--- src/rtl/nf_reset_pkg.sv ---
// Shared definitions for the NIC reset sequencer: state encoding, reset cause
// codes and default timing parameters.
package nf_reset_pkg;

  typedef enum logic [2:0] {
    ST_HOLD       = 3'd0,
    ST_WAIT_LOCK  = 3'd1,
    ST_REL_IC     = 3'd2,
    ST_REL_PERIPH = 3'd3,
    ST_REL_CORE   = 3'd4,
    ST_RUN        = 3'd5
  } seq_state_t;

  typedef enum logic [1:0] {
    CAUSE_POR  = 2'b00,
    CAUSE_SW   = 2'b01,
    CAUSE_LOCK = 2'b10
  } rst_cause_t;

  localparam int HOLD_CYCLES_DEF  = 400;
  localparam int STAGE_GAP_DEF    = 16;
  localparam int LOCK_TIMEOUT_DEF = 65535;
  localparam int CNT_W_DEF        = 16;

endpackage

--- src/rtl/nf_reset_stage_cnt.sv ---
// Cycle counter with clear, terminal-count flag and optional saturation,
// shared by the hold, lock-wait and stage-gap timing of the reset sequencer.
module nf_reset_stage_cnt #(
  parameter int W = 16
) (
  input  logic         clk,
  input  logic         rst_n,
  input  logic         clr,
  input  logic         en,
  input  logic         sat,
  input  logic [W-1:0] limit,
  output logic         done
);

  logic [W-1:0] count;

  assign done = (count == limit);

  // NOTE: sequential state is always assigned with <= so every register
  // samples the pre-edge values and simulation matches the synthesized flops.
  always_ff @(posedge clk) begin
    if (!rst_n)
      count <= '0;
    else if (clr)
      count <= '0;
    else if (en && !(sat && done))
      count <= count + 1'b1;
  end

endmodule

--- src/rtl/nf_reset_sequencer.sv ---
// Ordered reset release (interconnect, peripherals, core) with software and
// lock-loss re-entry. Optional event counter: NF_RESET_SEQ_EVENT_CNT_EN.
module nf_reset_sequencer
  import nf_reset_pkg::*;
#(
  parameter int HOLD_CYCLES  = HOLD_CYCLES_DEF,
  parameter int STAGE_GAP    = STAGE_GAP_DEF,
  parameter int LOCK_TIMEOUT = LOCK_TIMEOUT_DEF,
  parameter int CNT_W        = CNT_W_DEF
) (
  input  logic       axis_aclk,
  input  logic       axis_resetn,
  input  logic       clk_locked,
  input  logic       sw_rst_req,
  output logic       interconnect_resetn,
  output logic       periph_resetn,
  output logic       core_resetn,
  output logic       rst_done,
  output logic       lock_timeout,
  output logic [1:0] rst_cause,
  output logic [2:0] seq_state
`ifdef NF_RESET_SEQ_EVENT_CNT_EN
  , output logic [15:0] rst_event_cnt
`endif
);

  localparam logic [CNT_W-1:0] HOLD_LIM  = CNT_W'(HOLD_CYCLES - 1);
  localparam logic [CNT_W-1:0] LOCK_LIM  = CNT_W'(LOCK_TIMEOUT - 1);
  localparam logic [CNT_W-1:0] STAGE_LIM = CNT_W'(STAGE_GAP - 1);

  seq_state_t       state_q;
  rst_cause_t       cause_q;
  logic             lock_loss;
  logic             restart;
  logic             cnt_clr;
  logic             cnt_en;
  logic             cnt_sat;
  logic             cnt_done;
  logic [CNT_W-1:0] cnt_limit;

  assign lock_loss = !clk_locked &&
                     (state_q inside {ST_REL_IC, ST_REL_PERIPH, ST_REL_CORE, ST_RUN});
  assign restart   = sw_rst_req || lock_loss;

  // NOTE: every signal gets a default before the case so no path leaves it
  // unassigned, which would otherwise infer a latch.
  always_comb begin
    cnt_clr   = 1'b0;
    cnt_en    = 1'b0;
    cnt_sat   = 1'b0;
    cnt_limit = STAGE_LIM;
    if (restart) begin
      cnt_clr = 1'b1;
    end else begin
      case (state_q)
        ST_HOLD: begin
          cnt_limit = HOLD_LIM;
          cnt_clr   = cnt_done;
          cnt_en    = 1'b1;
        end
        ST_WAIT_LOCK: begin
          cnt_limit = LOCK_LIM;
          cnt_sat   = 1'b1;
          cnt_clr   = clk_locked;
          cnt_en    = 1'b1;
        end
        ST_REL_IC, ST_REL_PERIPH, ST_REL_CORE: begin
          cnt_clr = cnt_done;
          cnt_en  = 1'b1;
        end
        default: cnt_clr = 1'b1;
      endcase
    end
  end

  nf_reset_stage_cnt #(.W(CNT_W)) u_cnt (
    .clk   (axis_aclk),
    .rst_n (axis_resetn),
    .clr   (cnt_clr),
    .en    (cnt_en),
    .sat   (cnt_sat),
    .limit (cnt_limit),
    .done  (cnt_done)
  );

  always_ff @(posedge axis_aclk) begin
    if (!axis_resetn) begin
      state_q             <= ST_HOLD;
      cause_q             <= CAUSE_POR;
      interconnect_resetn <= 1'b0;
      periph_resetn       <= 1'b0;
      core_resetn         <= 1'b0;
      rst_done            <= 1'b0;
      lock_timeout        <= 1'b0;
    end else if (restart) begin
      // All domains drop together; lock loss outranks a coincident request.
      state_q             <= ST_HOLD;
      cause_q             <= lock_loss ? CAUSE_LOCK : CAUSE_SW;
      interconnect_resetn <= 1'b0;
      periph_resetn       <= 1'b0;
      core_resetn         <= 1'b0;
      rst_done            <= 1'b0;
    end else begin
      case (state_q)
        ST_HOLD:
          if (cnt_done) state_q <= ST_WAIT_LOCK;
        ST_WAIT_LOCK:
          if (clk_locked) begin
            state_q             <= ST_REL_IC;
            interconnect_resetn <= 1'b1;
          end else if (cnt_done) begin
            lock_timeout <= 1'b1;
          end
        ST_REL_IC:
          if (cnt_done) begin
            state_q       <= ST_REL_PERIPH;
            periph_resetn <= 1'b1;
          end
        ST_REL_PERIPH:
          if (cnt_done) state_q <= ST_REL_CORE;
        ST_REL_CORE: begin
          core_resetn <= 1'b1;
          if (cnt_done) state_q <= ST_RUN;
        end
        default:
          rst_done <= 1'b1;
      endcase
    end
  end

  assign rst_cause = cause_q;
  assign seq_state = state_q;

`ifdef NF_RESET_SEQ_EVENT_CNT_EN
  logic [15:0] event_q;

  always_ff @(posedge axis_aclk) begin
    if (!axis_resetn)
      event_q <= '0;
    else if (restart && state_q != ST_HOLD && event_q != 16'hFFFF)
      event_q <= event_q + 1'b1;
  end

  assign rst_event_cnt = event_q;
`endif

endmodule
--- config.mk ---
export PLATFORM = sky130hd
export DESIGN_NAME = nf_reset_sequencer
export DESIGN_NICKNAME = d
export VERILOG_FILES = /design/src/rtl/nf_reset_pkg.sv /design/src/rtl/nf_reset_stage_cnt.sv /design/src/rtl/nf_reset_sequencer.sv
export SDC_FILE = /design/constraint.sdc
export NUM_CORES = 1
export LEC_CHECK = 0
export CAP_MARGIN = 10
export CORE_MARGIN = 2
export CORE_UTILIZATION = 62
export CTS_BUF_LIST = sky130_fd_sc_hd__clkbuf_2
export DETAILED_ROUTE_END_ITERATION = 12
export HOLD_SLACK_MARGIN = 0.02
export MAX_ROUTING_LAYER = met4
export PLACE_DENSITY = 0.86
export SYNTH_ARGS = -nofsm -noshare
export SYNTH_HDL_FRONTEND = slang
export SYNTH_SLANG_ARGS = --single-unit
--- constraint.sdc ---
create_clock -name axis_aclk -period 3.89 [get_ports axis_aclk]
set_clock_uncertainty 0.1 [all_clocks]
set_input_delay 0.5835 -clock axis_aclk [delete_from_list [all_inputs] [get_ports axis_aclk]]
set_output_delay 0.5835 -clock axis_aclk [all_outputs]
set_load 0.005 [all_outputs]
==> metrics.yaml, run 1 <==
sta:
  slew_violations: 0
  min_period_ps: 2840
  rsz0062_at_grt: "no"
  setup_viol: 0
  fin_tns_setup_ps: 0
  max_slew_margin_pct: 57.2
  setup_ws_ps: 1050
  finalHoldViolCount: 0
  fmax_ghz: 0.353
  fin_crit_sh_pct: 72.9
  tightest_slew_ps: 642
setup_path:
  required_ps: 4050
  endpoint_kind: "register"
  arrival_ps: 2990
  r2r-start: "seq_state[0]"
  startpoint: "sw_rst_req"
  path_max_fanout: 15
  critPathLaunchType: "input pin"
  criticalPathCategory: "input pin to register"
logic_synthesis:
  synth_area_leaders: "dfxtp_1 (38%), a21oi_1 (5.2%), nor2_1 (3.9%), nand4_1 (2.8%), or3_1 (2.8%)"
  ys.flop_type: "dfxtp_1"
  yosysTopAreaCell: "dfxtp_1"
  syn_nets: 167
  synthAdderAreaFrac_pct: 0.923
  muxShareOfSynthArea_pct: 0.738
  netlist_instances: 162
  syn_area_mm2: 0.00136
  ys_seq_area_share_pct: 38.4
  yosysMostFrequentCell: "dfxtp_1"
  ys_async_sr_fraction_pct: 0
  synth_seq_cells: 26
  synth_top_family_by_area: "simple AND/OR/NAND/NOR gates"
  synth_xor_xnor_area_share_pct: 4.52
  synth_edf_count: 0
  synth_top_area_share_pct: 38.4
  synth_commonest_cells: "dfxtp_1 (26), a21oi_1 (14), nor2_1 (14), nand2_1 (9)"
  synth_cell_types: 48
  synth_compound_area_share_pct: 20.7
  ys_warn_count: 0
  syn_avg_cell_area_um2: 8.37
  yosys.area_share.simple_pct: 31.1
layout:
  drive_gt1_share_pct: 5.81
  num_antenna_cells: 0
  syn_to_final_growth_pct: 13.1
  nets: 178
floorplan:
  start_util_pct: 67.1
  fp-row-count: 16
  fp.dieArea_mm2: 0.00258
  chipWidth_um: 50.8
  fp.coreArea_mm2: 0.00202
  fp.dieH_um: 50.8
  ios: 14
power:
  powerDensity_mw_per_mm2: 304
  vdd_ir_drop_max_uv: 224
  leakage_uw: 0.000521
cts:
  cts_buffer_depth: 2
  clockRootBuffer: "clkbuf_2"
  post_cts_buffers: 0
  clk_latency_ps: 370
  numClockSinks: 26
  hold_buffers: 0
  cts_tree: "yes"
  cts_made_buffers: 3
  htree_levels: 1
  clk_pin_slew_worst_paths_ps: 260
  cts_resized: 0
placement:
  detailed_place_hpwl_mm: 2.30
  io_buffers: 13
  gp_congestion: 0.835
  place_ws_ps: 668
detailed_routing:
  wl_mm: 3.15
  drc: 0
  avgViaCountPerCell: 6.56
  dr.pass1.iters: 4
  antenna_left: 0
  vias: 1306
  avgRoutedWirePerCell_um: 15.8
  drt_iter0_drc: 44
grt:
  use_met2_pct: 45.6
  grt-busiest-layer: "met2"
  met1_usage_pct: 34.8
  grt_max_degree: 17
  grt_pass1_wl_mm: 5.25
  use_met3_pct: 3.57
  antenna_found_initial: 0
  grt_overflow: 0
  grt_pass1_vias: 1173
  grt_usage_pct: 27.4
min_path:
  min_from: "rst_cause[1]"
  hold_class: "register to register"
run:
  drv_cap: 0
run_status:
  outcome: "complete, no violations"
-- metal layers --
metal,wire [um],vias up,share of wire (%)
li1,-,631,-
met1,1360,618,43
met2,1560,50,50
met3,180,7,5.7
met4,52,0,1.6
met5,0,-,0
-- path summary, 6_finish.rpt --
kind,end,slack [ps],cells after the start
setup / recovery,u_cnt.count[3],1050,6
hold / removal,rst_cause[1],380,2
setup reg to reg,u_cnt.count[3],1170,5
hold reg to reg,rst_cause[1],380,2
-- cell families (layout without fill, tap and decap cells) --
logic type,after synthesis,after routing
compound gates,41,41
xor+xnor,7,7
simple gates,74,74
flops,26,26
buf+inv,12,22
fa+ha+maj,1,1
mux,1,1
-- power by group --
group / internal [uW] / switching, uW / total, uW
Sequential: 269 / 1.44 / 271
Combinational: 9.28 / 12.8 / 22.1
Clock: 88.5 / 84.7 / 173
-- critical path: stages --
cell and delay [ps]:
clkdlybuf4s50_1 490, or4b_4 550, nor4_1 450, o21ai_1 230, o21ai_2 580, nor2_1 110
-- per-stage QoR --
step	area (um2)	std cells	util [%]	hold slack, ps	power [uW]
detailed placement	1490	195	73.6	355	297
CTS	1530	199	75.9	381	466
floorplan	1360	162	-	349	289
finish	1530	199	75.9	376	466
global placement	1490	195	73.6	347	296
global route	1530	199	75.9	398	479
-- sequential cells by signal (all words and copies together), names as in the netlist --
register,cells
rst_done,1
core_resetn,1
periph_resetn,1
seq_state,3
rst_cause,2
interconnect_resetn,1
lock_timeout,1
u_cnt.count,16
-- layout make-up --
cell class / instances / area, um2
well taps: 27 / 33.8
fillers: 161 / 488
flip-flops and latches: 26 / 520
inverters: 5 / 18.8
clock buffers: 3 / 15.0
clock inverters: 1 / 30.0
repair buffers: 13 / 130
multi-input cells: 124 / 786
-- cells in the final DEF, fill, tap and decap left out, types with 4 or more instances in the layout --
cell type	netlist	layout
a21oi_1	14	14
and3_1	4	4
clkdlybuf4s50_1	0	13
dfxtp_1	26	26
inv_1	5	5
nand2_1	9	9
nand3_1	7	7
nand4_1	6	6
nor2_1	14	14
nor3_1	7	7
o21ai_0	6	6
or3_1	6	6
or4_1	4	4
xor2_1	4	4
(Power assumes the default switching activity.)
==> run 2, diff against run 1 <==
CORE_UTILIZATION = 52   (was 62)
PLACE_DENSITY = 0.77   (was 0.86)
clock period = 2.3 ns   (was 3.89 ns; I/O delays follow)
==> run 2 against run 1 <==
Non-clock buffer count grew 24; setup slack lost 980 ps; combinational power grew 140%; wire length grew 5.7%; cell area grew 12%; first-iteration DRC count shrank 6.8%; sequential power grew 69%; utilization shrank 6.5 points; via count grew 4.7%; sequential share of layout area shrank 3.6 points; critical path depth shrank 1; critical endpoint is now u_cnt.count[12]; largest cell class unchanged; highest routed layer unchanged.
==> metrics.yaml, run 2 (synthesis gave the netlist of run 1 again) <==
setup_path:
  arrival_ps: 2450
  required_ps: 2520
  path_max_fanout: 6
  criticalPathCategory: "register to register"
  max_stage_delay_ps: 560
  cp_slowest_cell: "or4b_4"
  endpoint_kind: "register"
  worstPathCellList: "or4b_4, and4_4, o211a_4, or4_1, a21oi_1"
  critPathLaunchType: "register"
sta:
  finalHoldViolCount: 0
  min_period_ps: 2230
  fmax_ghz: 0.449
  tightest_slew_ps: 533
  fin_crit_sh_pct: 96.8
  setup_viol: 0
  fin_tns_setup_ps: 0
  rsz0062_at_grt: "no"
  max_slew_margin_pct: 64.0
  slew_violations: 0
placement:
  detailed_place_hpwl_mm: 2.55
  io_buffers: 13
  place_area_mm2: 0.00167
  gp_congestion: 0.851
layout:
  final_area_mm2: 0.00172
  regMostFlops: "u_cnt.count"
  largest_register_ff_count: 16
  drive_gt1_share_pct: 17.3
  fill_cells: 199
  fin_util_pct: 69.3
  syn_to_final_growth_pct: 26.7
  final_common_cell: "dfxtp_1"
  final_cell_mix: "dfxtp_1 (26), buf_4 (24), nor2_1 (14), a21oi_1 (14), clkdlybuf4s50_1 (13)"
  seq_area_um2: 520
  num_antenna_cells: 0
  multi_input_comb_area_um2: 786
  nets: 202
power:
  powerDensity_mw_per_mm2: 469
  leakage_uw: 0.000639
  finalPower_uw: 806
  vdd_ir_drop_max_uv: 427
cts:
  numClockSinks: 26
  post_cts_buffers: 0
  cts_buffer_depth: 2
  cts_tree: "yes"
  clk_latency_ps: 370
  clk_pin_slew_worst_paths_ps: 260
  cts_made_buffers: 3
  clockRootBuffer: "clkbuf_2"
  cts_resized: 0
  htree_levels: 1
  hold_buffers: 0
detailed_routing:
  wl_mm: 3.33
  antenna_left: 0
  avgViaCountPerCell: 6.05
  dr.pass1.iters: 4
  vias: 1368
  drt_iter0_drc: 41
  drc: 0
  avgRoutedWirePerCell_um: 14.7
floorplan:
  fp.dieH_um: 55.1
  fp.coreArea_mm2: 0.00248
  fp-row-count: 18
  fp.dieArea_mm2: 0.00303
  start_util_pct: 54.7
  chipWidth_um: 55.1
  ios: 14
grt:
  grt_pass1_wl_mm: 5.37
  grt_pass1_vias: 1261
  grt_max_degree: 16
  grt_overflow: 0
  antenna_found_initial: 0
  grt_usage_pct: 25.2
min_path:
  hold_class: "register to register"
run:
  drv_cap: 0
run_status:
  outcome: "complete, no violations"
==> run 2: per-layer routing <==
layer | wire length, um | share of wire, % | global-route usage (%)
met5 | 0 | 0 | -
met2 | 1650 | 50 | 44.0
met3 | 178 | 5.3 | 4.84
met1 | 1460 | 44 | 29.9
met4 | 40 | 1.2 | 5.69
==> run 2: path summary, 6_finish.rpt <==
| path | startpoint | endpoint | cells after the start | slack, ps |
|---|---|---|---|---|
| hold / removal | rst_cause[1] | rst_cause[1] | 2 | 390 |
| setup / recovery | seq_state[1] | u_cnt.count[12] | 5 | 70 |
| hold reg to reg | rst_cause[1] | rst_cause[1] | 2 | 390 |
| setup reg to reg | seq_state[1] | u_cnt.count[12] | 5 | 70 |
==> run 2: cell type report <==
type	count	share of cell area, %
multi-input cells	124	45.7
well taps	30	2.18
clock inverters	1	1.75
repair buffers	37	18.1
flip-flops and latches	26	30.3
clock buffers	3	0.874
inverters	5	1.09
==> run 2: power breakdown <==
group	switching [uW]	leakage, uW	internal (uW)	total (uW)
Combinational	25.2	0.000402	28.3	53.5
Sequential	2.52	0.000210	455	458
Clock	145	0.0000266	149	295
==> run 2: stage by stage <==
step                      cells  setup WS (ps)  hold slack, ps
after floorplan             162            121             349
after global placement      222           -253             347
after detailed placement    222           -298             366
after CTS                   226           87.6             393
after global routing        226           17.5             406
final                       226           74.6             390
==> run 2: critical path, delay by kind of cell (launching register included) <==
family	cells	cell delay (ps)
simple gates	3	1270
compound gates	2	420
flops	1	380
==> run 3, diff against run 2 <==
CORE_ASPECT_RATIO = 0.6   (was default)
==> run 3 against run 2 <==
Sequential share of layout area shrank 0.35 points; sequential power is essentially flat; via count is essentially flat; fmax shrank 0.34%; clock power shrank 43%; sequential cell count is the same; wire length grew 3.2%; global-route usage shrank 1.1 points; combinational power grew 4%; worst hold slack lost 81 ps; register-to-register slack is essentially flat; utilization grew 0.53 points; largest cell class unchanged.
==> metrics.yaml, run 3 (synthesis gave the netlist of run 1 again) <==
layout:
  final_area_mm2: 0.00174
  drive_gt1_share_pct: 19.0
  final_common_cell: "dfxtp_1"
  num_antenna_cells: 0
  regMostFlops: "u_cnt.count"
  largest_register_ff_count: 16
  nets: 201
  fin_util_pct: 69.9
  fill_cells: 203
  syn_to_final_growth_pct: 28.1
  final_cell_mix: "dfxtp_1 (26), buf_4 (21), nor2_1 (14)"
  instances_no_fill: 227
setup_path:
  arrival_ps: 2440
  required_ps: 2510
  path_delay_family: "simple AND/OR/NAND/NOR gates"
  cp_slowest_cell: "or4b_4"
  worstPathCellList: "or4b_4, and4_4, o211a_4, or4_4, a21oi_2"
  criticalPathCategory: "register to register"
  critPathBufInv: 0
  endpoint_kind: "register"
  max_stage_delay_ps: 570
  critPathLaunchType: "register"
  path_max_fanout: 4
detailed_routing:
  vias: 1367
  antenna_left: 0
  avgRoutedWirePerCell_um: 15.1
  dr.pass1.iters: 6
  drc: 0
  avgViaCountPerCell: 6.02
  drt_iter0_drc: 103
  wl_mm: 3.44
cts:
  post_cts_buffers: 0
  hold_buffers: 0
  clk_pin_slew_worst_paths_ps: 230
  clk_latency_ps: 350
  cts_buffer_depth: 2
  cts_made_buffers: 3
  htree_levels: 1
  numClockSinks: 26
  cts_tree: "yes"
  clockRootBuffer: "clkbuf_2"
floorplan:
  fp-row-count: 14
  fp.coreArea_mm2: 0.00249
  start_util_pct: 54.5
  ios: 14
  fp.dieH_um: 43.6
  chipWidth_um: 69.9
  fp.dieArea_mm2: 0.00305
sta:
  fin_tns_setup_ps: 0
  finalHoldViolCount: 0
  slew_violations: 0
  fmax_ghz: 0.448
  fin_crit_sh_pct: 97.1
  tightest_slew_ps: 438
  max_slew_margin_pct: 70.5
  hold_ws_ps: 308
  min_period_ps: 2230
  setup_viol: 0
  rsz0062_at_grt: "no"
grt:
  grt_pass1_wl_mm: 5.51
  grt_usage_pct: 24.0
  grt_overflow: 0
  antenna_found_initial: 0
  grt_max_degree: 16
  grt_pass1_vias: 1197
placement:
  place_area_mm2: 0.00169
  io_buffers: 13
  dp.cells: 223
  gp_congestion: 0.857
  detailed_place_hpwl_mm: 2.61
power:
  vdd_ir_drop_max_uv: 331
  powerDensity_mw_per_mm2: 392
  leakage_uw: 0.000641
min_path:
  hold_class: "input pin to register"
run_status:
  outcome: "complete, no violations"
run:
  drv_cap: 0
-- run 3: repair_timing --
action	CTS	global route
gates resized for setup	0	6
hold endpoints to repair	0	0
endpoints found under the setup margin	0	3
-- run 3: final timing paths --
path	from	to	slack (ps)	cells past startpoint
setup / recovery	seq_state[1]	u_cnt.count[10]	70	5
hold / removal	sw_rst_req	rst_cause[0]	310	3
setup reg to reg	seq_state[1]	u_cnt.count[10]	70	5
hold reg to reg	lock_timeout	lock_timeout	400	1
-- run 3: where the power goes --
part | switching [uW] | internal (uW) | total [uW]
Combinational | 26.2 | 29.2 | 55.4
Sequential | 2.49 | 455 | 457
Clock | 131 | 37.8 | 169
Total | 160 | 522 | 681
-- run 3: final cells by class --
cell class | instances | area, um2 | share of cell area [%]
clock inverter | 1 | 3.75 | 0.216
clock buffer | 3 | 15.0 | 0.864
timing repair buffer | 36 | 330 | 19.0
tap | 32 | 40.0 | 2.30
sequential | 26 | 520 | 29.9
multi-input combinational | 124 | 810 | 46.6
inverter | 5 | 18.8 | 1.08
-- run 3: layer usage --
metal  part of all wire, %  wire (um)  global-route usage, %  vias to the layer above
met5                     0          0                      -                        -
met3                   5.6        194                   5.58                        6
met2                    43       1480                   35.6                       35
met1                    50       1720                   34.3                      650
li1                      -          -                      -                      676
met4                   1.3         45                   3.85                        0
-- run 3: worst reg2reg max path, cell delays in order, from the launching register on --
cell,delay [ps]
dfxtp_1,370
or4b_4,570
and4_4,220
o211a_4,270
or4_4,510
a21oi_2,150
-- run 3: per-stage QoR --
stage / setup WS, ps / power, uW
final: 67.2 / 681
after global routing: 12.3 / 708
after CTS: 48.7 / 692
after detailed placement: -292 / 520
after global placement: -239 / 519
after floorplan: 121 / 488
